## config.mk

```make
export PLATFORM = sky130hd
export DESIGN_NAME = if_fetch_unit_flat
export DESIGN_NICKNAME = d
export VERILOG_FILES = /design/src/rtl/fetch_pkg.sv /design/src/rtl/if_fetch_unit_if.sv /design/src/rtl/fetch_skid_buf.sv /design/src/rtl/if_fetch_unit.sv /design/src/flat_wrapper.sv
export SDC_FILE = /design/constraint.sdc
export NUM_CORES = 1
export LEC_CHECK = 0
export BUFFER_PORTS_ARGS = -buffer_cell sky130_fd_sc_hd__buf_2
export CAP_MARGIN = 20
export CORE_UTILIZATION = 50
export DETAILED_ROUTE_END_ITERATION = 10
export GPL_TIMING_DRIVEN = 0
export PLACE_DENSITY = 0.8
export SYNTH_ARGS = -nofsm -noshare
export SYNTH_HDL_FRONTEND = slang
export SYNTH_SLANG_ARGS = --single-unit
```

## constraint.sdc

```tcl
create_clock -name Clk -period 2.7 [get_ports Clk]
set_input_delay 0.135 -clock Clk [delete_from_list [all_inputs] [get_ports Clk]]
set_output_delay 0.135 -clock Clk [all_outputs]
set_load 0.02 [all_outputs]
```

## src/rtl/fetch_pkg.sv

```systemverilog
// Shared types and constants for the instruction-fetch stage.
package fetch_pkg;

    typedef enum logic [1:0] {
        ISSUE = 2'd0,
        WAIT  = 2'd1,
        HOLD  = 2'd2,
        DRAIN = 2'd3
    } fetch_state_e;

    localparam logic [31:0] NOP_INSTR_DEF = 32'h0000_0000;
    localparam logic [31:0] RESET_PC_DEF  = 32'h0000_0000;
    localparam logic [31:0] PC_INC        = 32'd4;

    // Modulo-2^32 increment; FFFF_FFFC wraps to 0.
    function automatic logic [31:0] pc_next(input logic [31:0] pc);
        return pc + PC_INC;
    endfunction

endpackage

```

## src/rtl/if_fetch_unit_if.sv

```systemverilog
// Single-outstanding request/response bus between the fetch stage and instruction memory.
interface imem_if;

    logic        req;
    logic [31:0] addr;
    logic        rdy;
    logic [31:0] data;

    modport master (output req, output addr, input rdy, input data);
    modport slave  (input req, input addr, output rdy, output data);

endinterface

```

## src/rtl/fetch_skid_buf.sv

```systemverilog
// Holds one returned instruction while ID is stalled.
module fetch_skid_buf (
    input  logic        clk,
    input  logic        rst_n,
    input  logic        load,
    input  logic        clear,
    input  logic [31:0] din,
    output logic [31:0] dout,
    output logic        full
);

    always_ff @(posedge clk or negedge rst_n) begin
        if (!rst_n) begin
            dout <= '0;
            full <= 1'b0;
        end else if (clear) begin
            full <= 1'b0;
        end else if (load) begin
            dout <= din;
            full <= 1'b1;
        end
    end

endmodule

```

## src/rtl/if_fetch_unit.sv

```systemverilog
// MIPS IF stage: owns the PC, fetches from variable-latency memory, drives the IF/ID register.
module if_fetch_unit
    import fetch_pkg::*;
#(
    parameter logic [31:0] RESET_PC  = RESET_PC_DEF,
    parameter logic [31:0] NOP_INSTR = NOP_INSTR_DEF
) (
    input  logic          Clk,
    input  logic          Rst,
    input  logic          Stall,
    input  logic          Redirect,
    input  logic [31:0]   RedirectPC,
    imem_if.master        imem,
    output logic [31:0]   InstrID,
    output logic [31:0]   PCPlus4ID,
    output logic          ValidID,
    output logic [31:0]   PCValue
);

    fetch_state_e state_q, state_d;
    logic [31:0]  pc_q, pc_d;
    logic [31:0]  pc_plus4;
    logic         req;
    logic [31:0]  addr;
    logic         deliver;
    logic [31:0]  deliver_data;
    logic         skid_load, skid_clear, skid_full;
    logic [31:0]  skid_q;
    logic [31:0]  instr_p1, pc4_p1;
    logic         vld_p1;

    assign pc_plus4 = pc_next(pc_q);

    fetch_skid_buf u_skid (
        .clk   (Clk),
        .rst_n (Rst),
        .load  (skid_load),
        .clear (skid_clear),
        .din   (imem.data),
        .dout  (skid_q),
        .full  (skid_full)
    );

    always_ff @(posedge Clk or negedge Rst) begin
        if (!Rst) begin
            state_q <= ISSUE;
            pc_q    <= RESET_PC;
        end else begin
            state_q <= state_d;
            pc_q    <= pc_d;
        end
    end

    always_comb begin
        state_d      = state_q;
        pc_d         = pc_q;
        req          = 1'b0;
        addr         = pc_q;
        deliver      = 1'b0;
        deliver_data = '0;
        skid_load    = 1'b0;
        skid_clear   = 1'b0;
        case (state_q)
            ISSUE: begin
                req = ~Redirect;
                if (Redirect) pc_d = RedirectPC;
                else          state_d = WAIT;
            end
            WAIT: begin
                if (Redirect) begin
                    pc_d    = RedirectPC;
                    // A response still in flight must be swallowed before refetching.
                    state_d = imem.rdy ? ISSUE : DRAIN;
                end else if (imem.rdy && !Stall) begin
                    deliver      = 1'b1;
                    deliver_data = imem.data;
                    pc_d         = pc_plus4;
                    req          = 1'b1;
                    addr         = pc_plus4;
                end else if (imem.rdy) begin
                    skid_load = 1'b1;
                    state_d   = HOLD;
                end
            end
            HOLD: begin
                if (Redirect) begin
                    skid_clear = 1'b1;
                    pc_d       = RedirectPC;
                    state_d    = ISSUE;
                end else if (!Stall && skid_full) begin
                    deliver      = 1'b1;
                    deliver_data = skid_q;
                    pc_d         = pc_plus4;
                    skid_clear   = 1'b1;
                    state_d      = ISSUE;
                end
            end
            DRAIN: begin
                if (Redirect) pc_d = RedirectPC;
                if (imem.rdy) state_d = ISSUE;
            end
            default: state_d = ISSUE;
        endcase
    end

    assign imem.req  = req & Rst;
    assign imem.addr = addr;

    // IF/ID register: redirect flushes, stall holds, otherwise load instruction or bubble.
    always_ff @(posedge Clk or negedge Rst) begin
        if (!Rst) begin
            instr_p1 <= NOP_INSTR;
            pc4_p1   <= '0;
            vld_p1   <= 1'b0;
        end else if (Redirect) begin
            instr_p1 <= NOP_INSTR;
            vld_p1   <= 1'b0;
        end else if (!Stall) begin
            if (deliver) begin
                instr_p1 <= deliver_data;
                pc4_p1   <= pc_plus4;
                vld_p1   <= 1'b1;
            end else begin
                instr_p1 <= NOP_INSTR;
                vld_p1   <= 1'b0;
            end
        end
    end

    assign InstrID   = instr_p1;
    assign PCPlus4ID = pc4_p1;
    assign ValidID   = vld_p1;
    assign PCValue   = pc_q;

    a_no_stray_rdy: assert property (@(posedge Clk) disable iff (!Rst)
        !(imem.rdy && (state_q == ISSUE || state_q == HOLD)));

endmodule

```

## src/flat_wrapper.sv

```systemverilog
// flat-port wrapper written by rule: the top's interface ports become plain ports
module if_fetch_unit_flat import fetch_pkg::*;
#(
    parameter logic [31:0] RESET_PC  = RESET_PC_DEF,
    parameter logic [31:0] NOP_INSTR = NOP_INSTR_DEF
)
  (Clk, Rst, Stall, Redirect, RedirectPC, InstrID, PCPlus4ID, ValidID, PCValue, imem_req, imem_addr, imem_rdy, imem_data);
  imem_if imem_i ();
  input  logic Clk;
  input  logic Rst;
  input  logic Stall;
  input  logic Redirect;
  input  logic [31:0] RedirectPC;
  output logic [31:0] InstrID;
  output logic [31:0] PCPlus4ID;
  output logic ValidID;
  output logic [31:0] PCValue;
  output wire logic [$bits(imem_i.req)-1:0] imem_req;
  output wire logic [$bits(imem_i.addr)-1:0] imem_addr;
  input wire logic [$bits(imem_i.rdy)-1:0] imem_rdy;
  input wire logic [$bits(imem_i.data)-1:0] imem_data;
  assign imem_req = imem_i.req;
  assign imem_addr = imem_i.addr;
  assign imem_i.rdy = imem_rdy;
  assign imem_i.data = imem_data;
  if_fetch_unit #(.RESET_PC(RESET_PC), .NOP_INSTR(NOP_INSTR)) u_core (.Clk(Clk), .Rst(Rst), .Stall(Stall), .Redirect(Redirect), .RedirectPC(RedirectPC), .imem(imem_i), .InstrID(InstrID), .PCPlus4ID(PCPlus4ID), .ValidID(ValidID), .PCValue(PCValue));
endmodule
```

Yosys cells after proc, flatten, opt, wreduce, memory -nomap -nowiden:

Index checks and enable logic that the tools add are counted.
W data, S select, Z words.

* input bits: 69
* bits in registers: 132
* output and inout bits: 130

* add/subtract/negate cells: 1
* reductions and logical operators: 10
* mux-type cells: 40
* bitwise logic cells: 4
* equality and inequality tests: 10

Operators with widths (number)
* $mux W32: 12
* $pmux W32 S3: 1
* $pmux W32 S2: 1
* $add A32 B3 Y32 const B: 1
* $mux W2: 8
* $mux W1: 15
* $pmux W2 S4: 1
* $ne A3 B3 Y1 const B: 2
* $reduce_and A5 Y1: 1
* $eq A2 B2 Y1 const B: 2
* $ne A2 B1 Y1 const B: 2
* $ne A2 B2 Y1 const B: 2
* $pmux W1 S2: 2
* $reduce_and A2 Y1: 2
* $ne A3 B2 Y1 const B: 1
* $not A1 Y1: 3
* $reduce_and A3 Y1: 1
* $eq A2 B1 Y1 const B: 1
* $logic_and A1 B1 Y1: 2
* $logic_not A2 Y1: 1
* $reduce_bool A2 Y1: 1
* $reduce_or A2 Y1: 1
* $and A1 B1 Y1: 1
* $logic_not A1 Y1: 1

Depth between registers and ports, before layout:

Gate-level depths: netlist of run 1.

* depth after elaboration: 8
* mapped depth: 11
* gate-level depth less buffers: 7

Hierarchy:

From an unflattened synthesis of run 1, not the netlist that was laid out.

* cells, all modules: 816
* area total of the unflattened synthesis: 7666.1 µm²

Modules (own cells, without submodules)
* if_fetch_unit: cells each 744, instances 1, area each 6274.8 µm²
* fetch_skid_buf: cells each 72, instances 1, area each 1391.3 µm²

Least setup slack after synthesis of run 1:

OpenSTA, ideal clock, no wires.

* kind: register to register
* start: register u_core.pc_q[2], in the netlist u_core.PCValue[2]
* end: register u_core.pc_q[28], in the netlist u_core.PCValue[28]
* stages on the path, launching flop included: 7
* arrival: 2.125 ns
* setup slack: 0.488 ns
* library setup time: 0.087 ns
* cell sequence: dfrtp_1 > ha_1 > and4_4 > nand4_4 > or4_4 > or3_1 > o211ai_1

* cells in the longest elaborated chain, start to end: 4

Ends and longest elaborated chain
* start: declaration: line if_fetch_unit.sv:21 `logic [31:0] pc_q, pc_d;`
* start signal: assignment: line if_fetch_unit.sv:50 `pc_q <= pc_d;`
* $add A32 B3 Y32 (*): line fetch_pkg.sv:17 `return pc + PC_INC;`
* $mux W32, on equally long branches: line if_fetch_unit.sv:90, if_fetch_unit.sv:74
* $mux W32, on equally long branches: line if_fetch_unit.sv:86, if_fetch_unit.sv:70
* $pmux W32 S3 (*): line if_fetch_unit.sv:63 `case (state_q)`

Every way passes the cells marked *; elsewhere a longest branch is shown, timed or not. The select of a mux whose other input is x is not followed.
A chain may end at the register's enable or synchronous reset.

Worst setup path in the final report of run 1:

* start: register u_core.pc_q[2], in the netlist u_core.PCValue[2]
* end: output imem_addr[22]

* cells in the longest elaborated chain, start to end: 4

Ends and longest elaborated chain
* $add A32 B3 Y32: line fetch_pkg.sv:17
* $mux W32
* $mux W32: line if_fetch_unit.sv:70 `if (Redirect) begin`
* $mux W32: line if_fetch_unit.sv:63
* end: declaration: line flat_wrapper.sv:19 `output wire logic [$bits(imem_i.addr)-1:0] imem_addr;`

No other way between the ends.

==> run summary, run 1 <==
Status: completed
Initial Util: 0.518
Slew HR: 0.493
Setup Viol. Count Final: 0
Root Driver: clkbuf_16
Reg2reg path depth: 7
Starting DRT DRC Count: 558
Via density: 5.67
Die H: 120 µm
Slew Limit Fails: 0
Final cell count without fillers: 1178
Initial antenna violation count: 0
Drt total wl: 21300 µm
Core Footprint: 0.0133 mm²
CTS tree: built
Clk pwr share: 0.258
Compound-Gate Fraction of Synth Area: 0.162
Largest family of logic cells by synthesized area: simple AND/OR/NAND/NOR gates
Pin count of the biggest net entering global routing: 88
Worst-Margin Slew: 0.758 ns
Cell at the slowest stage of the critical path: dfrtp_2
Seq/Total Area, Yosys: 0.478
Hold WC Path Type: in2reg
Crit end category: output port
# diodes: 0
Syn nets: 793
Via Count: 6675
Total GRT Usage: 0.305
Count of flip-flops with a built-in enable after synthesis: 0
Htree depth: 4
CTS max path bufs: 2
Area leader, netlist: dfrtp_1
Share of cells above drive strength 1: 0.328
Worst R2R Setup Slack: 0.14 ns
IO Pins: 199
Site row count: 42
Final HPWL DP: 14200 µm
Fin. Hold Viols: 0
Vias in the first global route: 6585
WHS Endpoint: u_core.PCValue[7]
Clock Pin Slew Worst Setup and Hold Paths: 0.06 ns
Clock skew: 0.00951 ns
Leak: 4.45 nW
Crit path buf inv count: 1
Worst Hold Launch: RedirectPC[7]
First-pass GRT wire length: 33700 µm
Remaining DRCs: 0
Simple-gate share of the synthesized area: 0.167
Post-Synth Adder-Cell Area: 0.0109
Min Tclk post-route: 2.65 ns
Die W: 120 µm
CTS Sinks: 132
Area growth, synth to finish: 36.5%
Avg Inst Size Synth: 9.62 µm²
NetSw: 3.90 mW
Period utilization: 0.982
Flop pwr share: 0.326
RSZ-0062 raised after global routing: true
Hold depth: 3
Critical path type: reg2out
Delay-heaviest family, CP: simple AND/OR/NAND/NOR gates
Placed Instances: 1092
Fin nets: 1064
Mux contribution to synthesized area: 0.0599
R2r startpoint: u_core.state_q[0]
Post-synth cell types: 54
Gate power share: 0.416
Wirelength per Cell: 18.1 µm
Critical Path Most Common Cell: nand4_1
Gpl congestion: 0.865
End of the worst register-to-register path: u_core.PCValue[25]
Critical Path Start Type: flip-flop
Fmax: 377 MHz
YS warnings: 0
Synth Area in XOR/XNOR: 0.0710
Power Density: 1030 mW/mm²
CP max FO: 8
Cts bufs inserted: 17
Switching Share: 0.400
Pint: 5.84 mW
Cells after Synth: 718
Most common cell after layout, fill and taps aside: buf_2
Flops & latches, synth: 132
Netlist Area Pre-Place: 0.00691 mm²
Largest cells by area after synthesis: dfrtp_1, o21ai_0, mux2_2, nand2_1, xnor2_1
Synth async-reset ratio: 1.00
Most frequently used flop master after synthesis: dfrtp_1
Die ar.: 0.0143 mm²
TritonRoute pass-1 iters: 5
Clock Latency Late Sink: 0.43 ns
ANT nets after route: 0
VDD IR max: 630 µV
CP cell instances: ha_4 -> nand4_1 -> nor3_4 -> nand4_1 -> nor2_1 -> xnor2_1 -> buf_2
# port buffers: 197
Max cap viols: 0
CP Data Arrival Time: 2.52 ns
Max stage delay on crit path: 0.47 ns
Grt total ovfl: 0
Commonest non-fill, non-tap cells in the layout: buf_2, dfrtp_1, nand2_1, o21ai_0, dlygate4sd3_1
Synth top area share: 0.478
Critical path required time: 2.57 ns
Design Power: 9.73 mW
synth_stat cells, types with 3 or more instances:
cell type	count
a21o_1	6
a21oi_1	15
a221o_1	11
a221oi_1	3
a22oi_1	38
and3_1	7
and4_1	3
buf_2	19
buf_4	8
clkbuf_1	32
dfrtp_1	132
ha_1	6
inv_1	14
mux2_2	35
nand2_1	105
nand2b_1	4
nand3_1	23
nand4_1	10
nor2_1	27
nor2b_1	4
nor3_1	19
nor4_1	6
o211ai_1	5
o21ai_0	85
o311ai_1	3
or3_1	6
xnor2_1	34
xor2_1	22
routing by layer:
metal | up-vias | wire, µm | global-route usage
li1 | 3081 | - | -
met1 | 3208 | 8480 | 0.377
met2 | 340 | 10600 | 0.513
met3 | 46 | 1770 | 0.0623
met4 | 0 | 496 | 0.138
met5 | - | 0 | 0
power groups by stage:
stage          registers, mW  clock network [mW]  logic [mW]
6_report                3.18                2.51        4.05
5_1_grt                 3.25                2.63        4.37
4_1_cts                 3.15                2.53        3.99
3_5_place_dp            3.15                   0        3.90
3_3_place_gp            3.13                   0        3.82
2_1_floorplan           3.57                   0        2.18
worst min-delay path, stage by stage:
cell and delay [ns]:
buf_2 0.08, a21oi_1 0.05, o21ai_0 0.13
flip-flops by register name (all words and copies together), names as in the netlist:
name                count
u_core.InstrID         32
u_core.PCPlus4ID       32
u_core.PCValue         32
u_core.ValidID          1
u_core.state_q          2
u_core.u_skid.dout     32
u_core.u_skid.full      1
worst max path at each step:
stage / startpoint / endpoint / slack (ns) / depth (start not counted)
2_1_floorplan: u_core.PCValue[2] / u_core.PCValue[28] / 0.49 / 6
3_3_place_gp: Rst / imem_req / -0.37 / 3
3_5_place_dp: u_core.PCValue[2] / imem_addr[22] / 0.08 / 7
4_1_cts: u_core.PCValue[2] / imem_addr[22] / 0.005 / 7
5_1_grt: u_core.PCValue[2] / imem_addr[22] / -0.04 / 7
6_report: u_core.PCValue[2] / imem_addr[22] / 0.05 / 7
metrics by stage:
step	area (µm²)	util	setup TNS [ns]	worst slack [ns]	hold slack [ns]
final	9430	0.707	0	0.0479	0.00941
after global routing	9430	0.707	-0.0606	-0.0438	0.0316
after CTS	9370	0.702	0	0.00455	0.00428
after detailed placement	8150	0.611	0	0.0776	0.101
after global placement	8120	0.608	-44.24	-0.373	0.338
after floorplan	6910	-	0	0.488	-0.161
kinds of logic after synthesis:
logic type	count (synthesis)
simple gates	233
compound gates	178
flops	132
buf+inv	76
xor+xnor	56
mux	37
fa+ha+maj	6
final cells by class:
type / count / area, µm²
fill: 1006 / 3910
multi-input combinational: 510 / 3340
sequential: 132 / 3310
timing repair buffer: 254 / 1570
clock buffer: 20 / 467
buffer: 60 / 302
tap: 176 / 220
clock inverter: 12 / 175
inverter: 14 / 52.6
what timing repair did:
item                                    in CTS  in global routing
resized for setup                           11                 15
hold endpoints to repair                    98                  0
endpoints found under the setup margin      27                 29
buffers inserted                             2                  1
cloned                                       0                  0
hold buffers                                53                  0
pin swaps                                    2                  3
(Power assumes the default switching activity.)
==> inputs of run 2 (changes only) <==
Settings changed: CORE_UTILIZATION 50 to 45, PLACE_DENSITY 0.8 to 0.74.
==> run 2 against run 1 <==
  * Utilization shrank 6.4 points
  * Register-to-register slack improved by 0.04 ns
  * Clock-buffer cell count is 1 higher
  * Critical path depth is 1 higher
  * Clock skew rose by 0.0019 ns
  * Final cell count increased by 1.4%
  * Setup slack better by 0.0040 ns
  * First-iteration DRC count fell by 33%
  * Die area up 11%
  * Maximum frequency increased by 0.15%
  * Sequential power is essentially flat
  * Critical endpoint is now imem_addr[14]
==> run summary, run 2 (synthesis results as in run 1) <==
Status: completed
CP max FO: 8 (unchanged)
CTS tree: built
Delay-heaviest family, CP: simple AND/OR/NAND/NOR gates
# port buffers: 197 (unchanged)
Commonest non-fill, non-tap cells in the layout: buf_2, dfrtp_1, nand2_1, o21ai_0, dlygate4sd3_1
Core Footprint: 0.0148 mm² (+11%)
Gpl congestion: 0.928 (+7.3%)
Worst setup slack after layout: 0.0518 ns (+0.00396 ns)
Cell at the slowest stage of the critical path: dfrtp_2
Die ar.: 0.0159 mm² (+11%)
Hold depth: 3 (unchanged)
Max cap viols: 0 (unchanged)
Period utilization: 0.981 (-0.00147)
Gate power share: 0.421 (+0.005)
Clock Latency Late Sink: 0.43 ns (about the same)
ANT nets after route: 0 (unchanged)
Clock skew: 0.0115 ns (+0.00194 ns)
Leak: 4.50 nW (+1.1%)
WHS Endpoint: u_core.PCValue[8]
Pint: 5.74 mW (-1.6%)
RSZ-0062 raised after global routing: true
IO Pins: 199 (unchanged)
CP cell instances: ha_2 -> nand4_1 -> nor3_4 -> buf_4 -> and3_1 -> nand2_1 -> xnor2_1 -> buf_2
Crit end category: output port
Fmax: 378 MHz (+0.15%)
Flop pwr share: 0.327 (about the same)
Switching Share: 0.404 (+0.00399)
Place WS: 0.0208 ns (-0.0568 ns)
Htree depth: 4 (unchanged)
Slew HR: 0.417 (-0.0754)
Grt total ovfl: 0 (unchanged)
Setup Viol. Count Final: 0 (unchanged)
Area growth, synth to finish: 37.2%
Reg2reg path depth: 8 (+1)
CP Data Arrival Time: 2.51 ns (about the same)
Critical Path Start Type: flip-flop
Max stage delay on crit path: 0.46 ns (about the same)
Remaining DRCs: 0 (unchanged)
# diodes: 0 (unchanged)
Slew Limit Fails: 0 (unchanged)
Worst-Margin Slew: 0.871 ns (+0.113 ns)
Worst R2R Setup Slack: 0.18 ns (+0.04 ns)
Worst Hold Launch: RedirectPC[8]
Power Density: 1020 mW/mm² (-1.5%)
CTS max path bufs: 2 (unchanged)
Pin count of the biggest net entering global routing: 84 (-4.5%)
Site row count: 44 (+4.8%)
Fin nets: 1073 (+0.85%)
Min Tclk post-route: 2.65 ns (-0.00396 ns)
NetSw: 3.90 mW (about the same)
Die W: 126 µm (+5.3%)
TritonRoute pass-1 iters: 5 (unchanged)
CTS Sinks: 132 (unchanged)
End of the worst register-to-register path: u_core.PCValue[28]
Share of cells above drive strength 1: 0.327 (-0.000945)
Hold WC Path Type: in2reg
Critical path type: reg2out
Clock Pin Slew Worst Setup and Hold Paths: 0.07 ns (about the same)
Initial Util: 0.468 (-0.0493)
Fill cells: 1277 (+27%)
Critical path required time: 2.57 ns (about the same)
Via density: 5.57 (-1.7%)
First-pass GRT wire length: 33700 µm (-0.18%)
Starting DRT DRC Count: 373 (-33%)
Root Driver: clkbuf_16
Total GRT Usage: 0.274 (-0.0306)
Placed Instances: 1100 (+0.73%)
Drt total wl: 21200 µm (-0.79%)
Vias in the first global route: 6456 (-2.0%)
Via Count: 6656 (-0.28%)
Fin. Hold Viols: 0 (unchanged)
Crit path buf inv count: 2 (+1)
Clk pwr share: 0.252 (-0.006)
Initial antenna violation count: 0 (unchanged)
Final HPWL DP: 14600 µm (+3.1%)
WHS: 0.0111 ns (+0.00173 ns)
R2r startpoint: u_core.state_q[0]
VDD IR max: 600 µV (-4.8%)
Final cell count without fillers: 1195 (+1.4%)
Wirelength per Cell: 17.7 µm (-2.2%)
Die H: 126 µm (+5.3%)
Most common cell after layout, fill and taps aside: buf_2
Setup TNS: 0 ns (unchanged)
Cts bufs inserted: 17 (unchanged)
## run 2: cell types whose count changed in the layout (fill, tap and decap cells not counted), sizes merged
cell and change:
bufinv -1, clkbuf +1, dlygate4sd3 +1, buf +8
## run 2: cell type report
| cell class | count | area (µm²) | area share |
|---|---|---|---|
| multi-input combinational | 510 | 3320 | 0.350 |
| sequential | 132 | 3300 | 0.349 |
| timing repair buffer | 263 | 1650 | 0.174 |
| clock buffer | 21 | 470 | 0.0496 |
| buffer | 60 | 308 | 0.0325 |
| tap | 184 | 230 | 0.0243 |
| clock inverter | 11 | 149 | 0.0157 |
| inverter | 14 | 52.6 | 0.00554 |
## run 2: worst max-delay path by stage
stage / startpoint / end / slack (ns) / cells after the start
global placement: Rst / u_core.PCPlus4ID[18] / -0.37 / 1
detailed placement: u_core.PCValue[2] / imem_addr[22] / 0.02 / 7
global route: u_core.PCValue[2] / imem_addr[22] / -0.02 / 7
finish: u_core.PCValue[2] / imem_addr[14] / 0.05 / 8
CTS: u_core.PCValue[2] / imem_addr[22] / 0.007 / 7
floorplan: u_core.PCValue[2] / u_core.PCValue[28] / 0.49 / 6
## run 2: what timing repair did
item	CTS	global route
endpoints found under the hold margin	134	0
hold buffers	54	0
resized for setup	12	10
setup buffers	3	8
endpoints found under the setup margin	27	33
pin swaps	1	7
cloned	0	0
## run 2: worst min-delay path: stages
cell	delay, ns
buf_2	0.08
a21oi_1	0.05
o21ai_0	0.14
## run 2: layer usage
layer  GRT usage  wire length [µm]  vias to the layer above
li1            -                 -                     3102
met1       0.347              8620                     3181
met2       0.452             10200                      322
met3      0.0582              1690                       51
met4       0.124               659                        0
met5           0                 0                        -
## run 2: power by group through the flow
stage,combinational [mW],sequential (mW),clock (mW)
finish,4.06,3.15,2.43
global route,4.38,3.25,2.53
CTS,4.02,3.14,2.45
detailed placement,3.93,3.16,0
global placement,3.87,3.13,0
floorplan,2.18,3.57,0
## run 2: per-stage QoR
| step | cell area, µm² | utilization | power [mW] |
|---|---|---|---|
| finish | 9480 | 0.643 | 9.64 |
| floorplan | 6910 | - | 5.75 |
| detailed placement | 8160 | 0.553 | 7.09 |
| global route | 9480 | 0.643 | 10.2 |
| global placement | 8130 | 0.551 | 7.00 |
| CTS | 9380 | 0.636 | 9.60 |
==> inputs of run 3 (changes only) <==
Settings changed: CORE_UTILIZATION 45 to 53, PLACE_DENSITY 0.74 to 0.86, RECOVER_POWER from default to 25.
==> run 3 against run 2 <==
  * Utilization is 10 points higher
  * Largest power group unchanged
  * Clock power decreased by 2%
  * Sequential cell count is the same
==> run summary, run 3 (synthesis results as in run 1) <==
Status: completed
CTS Sinks: 132 (unchanged)
WHS Endpoint: u_core.PCValue[12]
Total GRT Usage: 0.326 (+0.0514)
Max cap viols: 0 (unchanged)
Flop pwr share: 0.330 (+0.003)
Worst-Margin Slew: 0.760 ns (-0.111 ns)
Slew HR: 0.491 (+0.0741)
Hold depth: 3 (unchanged)
Area growth, synth to finish: 36.9%
CTS max path bufs: 2 (unchanged)
Cts bufs inserted: 17 (unchanged)
Clk pwr share: 0.247 (-0.005)
RSZ-0062 raised after global routing: true
Vias in the first global route: 6563 (+1.7%)
Clock skew: 0.0110 ns (-0.000455 ns)
Clock Latency Late Sink: 0.42 ns (about the same)
Worst R2R Setup Slack: 0.14 ns (-0.04 ns)
Place WS: 0.0533 ns (+0.0325 ns)
VDD IR max: 638 µV (+6.4%)
Setup TNS: 0 ns (unchanged)
Initial antenna violation count: 0 (unchanged)
# port buffers: 197 (unchanged)
NetSw: 3.92 mW (+0.70%)
Drt total wl: 21700 µm (+2.5%)
Most common cell after layout, fill and taps aside: buf_2
Placed Instances: 1088 (-1.1%)
Root Driver: clkbuf_16
WHS: 0.0187 ns (+0.00758 ns)
Reg2reg path depth: 7 (-1)
Fin. Hold Viols: 0 (unchanged)
Htree depth: 4 (unchanged)
CP cell instances: inv_1 -> ha_4 -> inv_1 -> or3_4 -> clkbuf_8 -> nor2_1 -> xor2_1 -> buf_2
Hold WC Path Type: in2reg
CP startpoint: u_core.state_q[1]
Via Count: 6834 (+2.7%)
Fmax: 382 MHz (+1.2%)
Pin count of the biggest net entering global routing: 98 (+17%)
Fin nets: 1069 (-0.37%)
ANT nets after route: 0 (unchanged)
CP Data Arrival Time: 2.48 ns (-0.03 ns)
Period utilization: 0.969 (-0.0113)
Critical path type: reg2out
Commonest non-fill, non-tap cells in the layout: buf_2, dfrtp_1, nand2_1, o21ai_0, dlygate4sd3_1
Critical path required time: 2.57 ns (about the same)
Share of cells above drive strength 1: 0.329 (+0.00130)
Final cell count without fillers: 1179 (-1.3%)
Critical Path Most Common Cell: inv_1
Die ar.: 0.0135 mm² (-15%)
Wirelength per Cell: 18.4 µm (+3.9%)
CP max FO: 10 (+2)
Leak: 4.49 nW (-0.31%)
Core Footprint: 0.0127 mm² (-14%)
Power Density: 1020 mW/mm² (+0.41%)
Min Tclk post-route: 2.62 ns (-0.0306 ns)
Switching Share: 0.407 (+0.00221)
Starting DRT DRC Count: 571 (+53%)
Die H: 116 µm (-7.7%)
Clock Pin Slew Worst Setup and Hold Paths: 0.06 ns (about the same)
Via density: 5.80 (+4.1%)
Site row count: 41 (-6.8%)
Fin util: 0.746 (+0.104)
Cell at the slowest stage of the critical path: or3_4
Remaining DRCs: 0 (unchanged)
CTS tree: built
Fill cells: 857 (-33%)
Max stage delay on crit path: 0.47 ns (about the same)
Grt total ovfl: 0 (unchanged)
Pint: 5.73 mW (-0.22%)
TritonRoute pass-1 iters: 6 (+1)
First-pass GRT wire length: 33100 µm (-1.7%)
Worst Hold Launch: RedirectPC[12]
IO Pins: 199 (unchanged)
Crit end category: output port
Setup Viol. Count Final: 0 (unchanged)
Die W: 116 µm (-7.7%)
Gate power share: 0.423 (+0.002)
Worst setup slack after layout: 0.0824 ns (+0.0306 ns)
End of the worst register-to-register path: u_core.PCValue[25]
Critical Path Start Type: flip-flop
Slew Limit Fails: 0 (unchanged)
Gpl congestion: 0.913 (-1.6%)
R2r startpoint: u_core.state_q[0]
Final HPWL DP: 14100 µm (-3.3%)
# diodes: 0 (unchanged)
Initial Util: 0.545 (+0.0770)
run 3: cell count changes in the layout (fill, tap and decap cells not counted), sizes merged:
cell,previous run,this run
dlygate4sd3,54,53
buf,239,235
inv,16,15
clkinv,3,5
run 3: per-stage QoR:
step	area [µm²]	total power, mW
after floorplan	6910	5.75
after global placement	8110	6.94
after detailed placement	8150	7.04
after CTS	9340	9.53
after global routing	9460	10.1
final	9460	9.65
run 3: power by group through the flow:
stage          Combinational [mW]  Sequential, mW  Clock (mW)
6_report                     4.08            3.19        2.38
3_5_place_dp                 3.89            3.16           0
4_1_cts                      3.98            3.15        2.40
5_1_grt                      4.39            3.25        2.49
3_3_place_gp                 3.81            3.13           0
2_1_floorplan                2.18            3.57           0
run 3: how the worst max path moves through the flow:
stage                                    end  slack, ns  depth (start not counted)
after floorplan           u_core.PCValue[28]       0.49                          6
after global placement              imem_req      -0.33                          3
after detailed placement  u_core.PCValue[25]       0.05                          7
after CTS                      imem_addr[22]      0.008                          7
after global routing           imem_addr[22]      -0.06                          7
final                          imem_addr[18]       0.08                          8
run 3: routing by layer:
layer | part of all wire | track usage
met5 | 0 | 0
met2 | 0.49 | 0.556
met3 | 0.088 | 0.0799
met4 | 0.036 | 0.185
met1 | 0.38 | 0.375
run 3: worst max-delay path: cells and delay by family, from the launching register on:
| family | cells | cell delay (ns) |
|---|---|---|
| AND/OR/NAND/NOR | 2 | 0.64 |
| flip-flops | 1 | 0.41 |
| buffers and inverters | 4 | 0.64 |
| XOR/XNOR | 1 | 0.19 |
| adder cells (fa/ha/maj) | 1 | 0.19 |
run 3: what timing repair did:
| action | CTS | global route |
|---|---|---|
| endpoints found under the setup margin | 27 | 25 |
| resized for setup | 12 | 15 |
| hold endpoints to repair | 88 | 0 |
| hold buffers | 53 | 0 |
| setup buffers | 2 | 6 |
| pin swaps | 2 | 6 |
run 3: cell type report:
cell class,instances,area (µm²),share of cell area
Multi-Input combinational cell,510,3350,0.354
Sequential cell,132,3310,0.350
Timing Repair Buffer,259,1610,0.171
Clock buffer,20,457,0.0483
Buffer,60,309,0.0327
Tap cell,172,215,0.0228
Clock inverter,12,154,0.0163
Inverter,14,52.6,0.00556
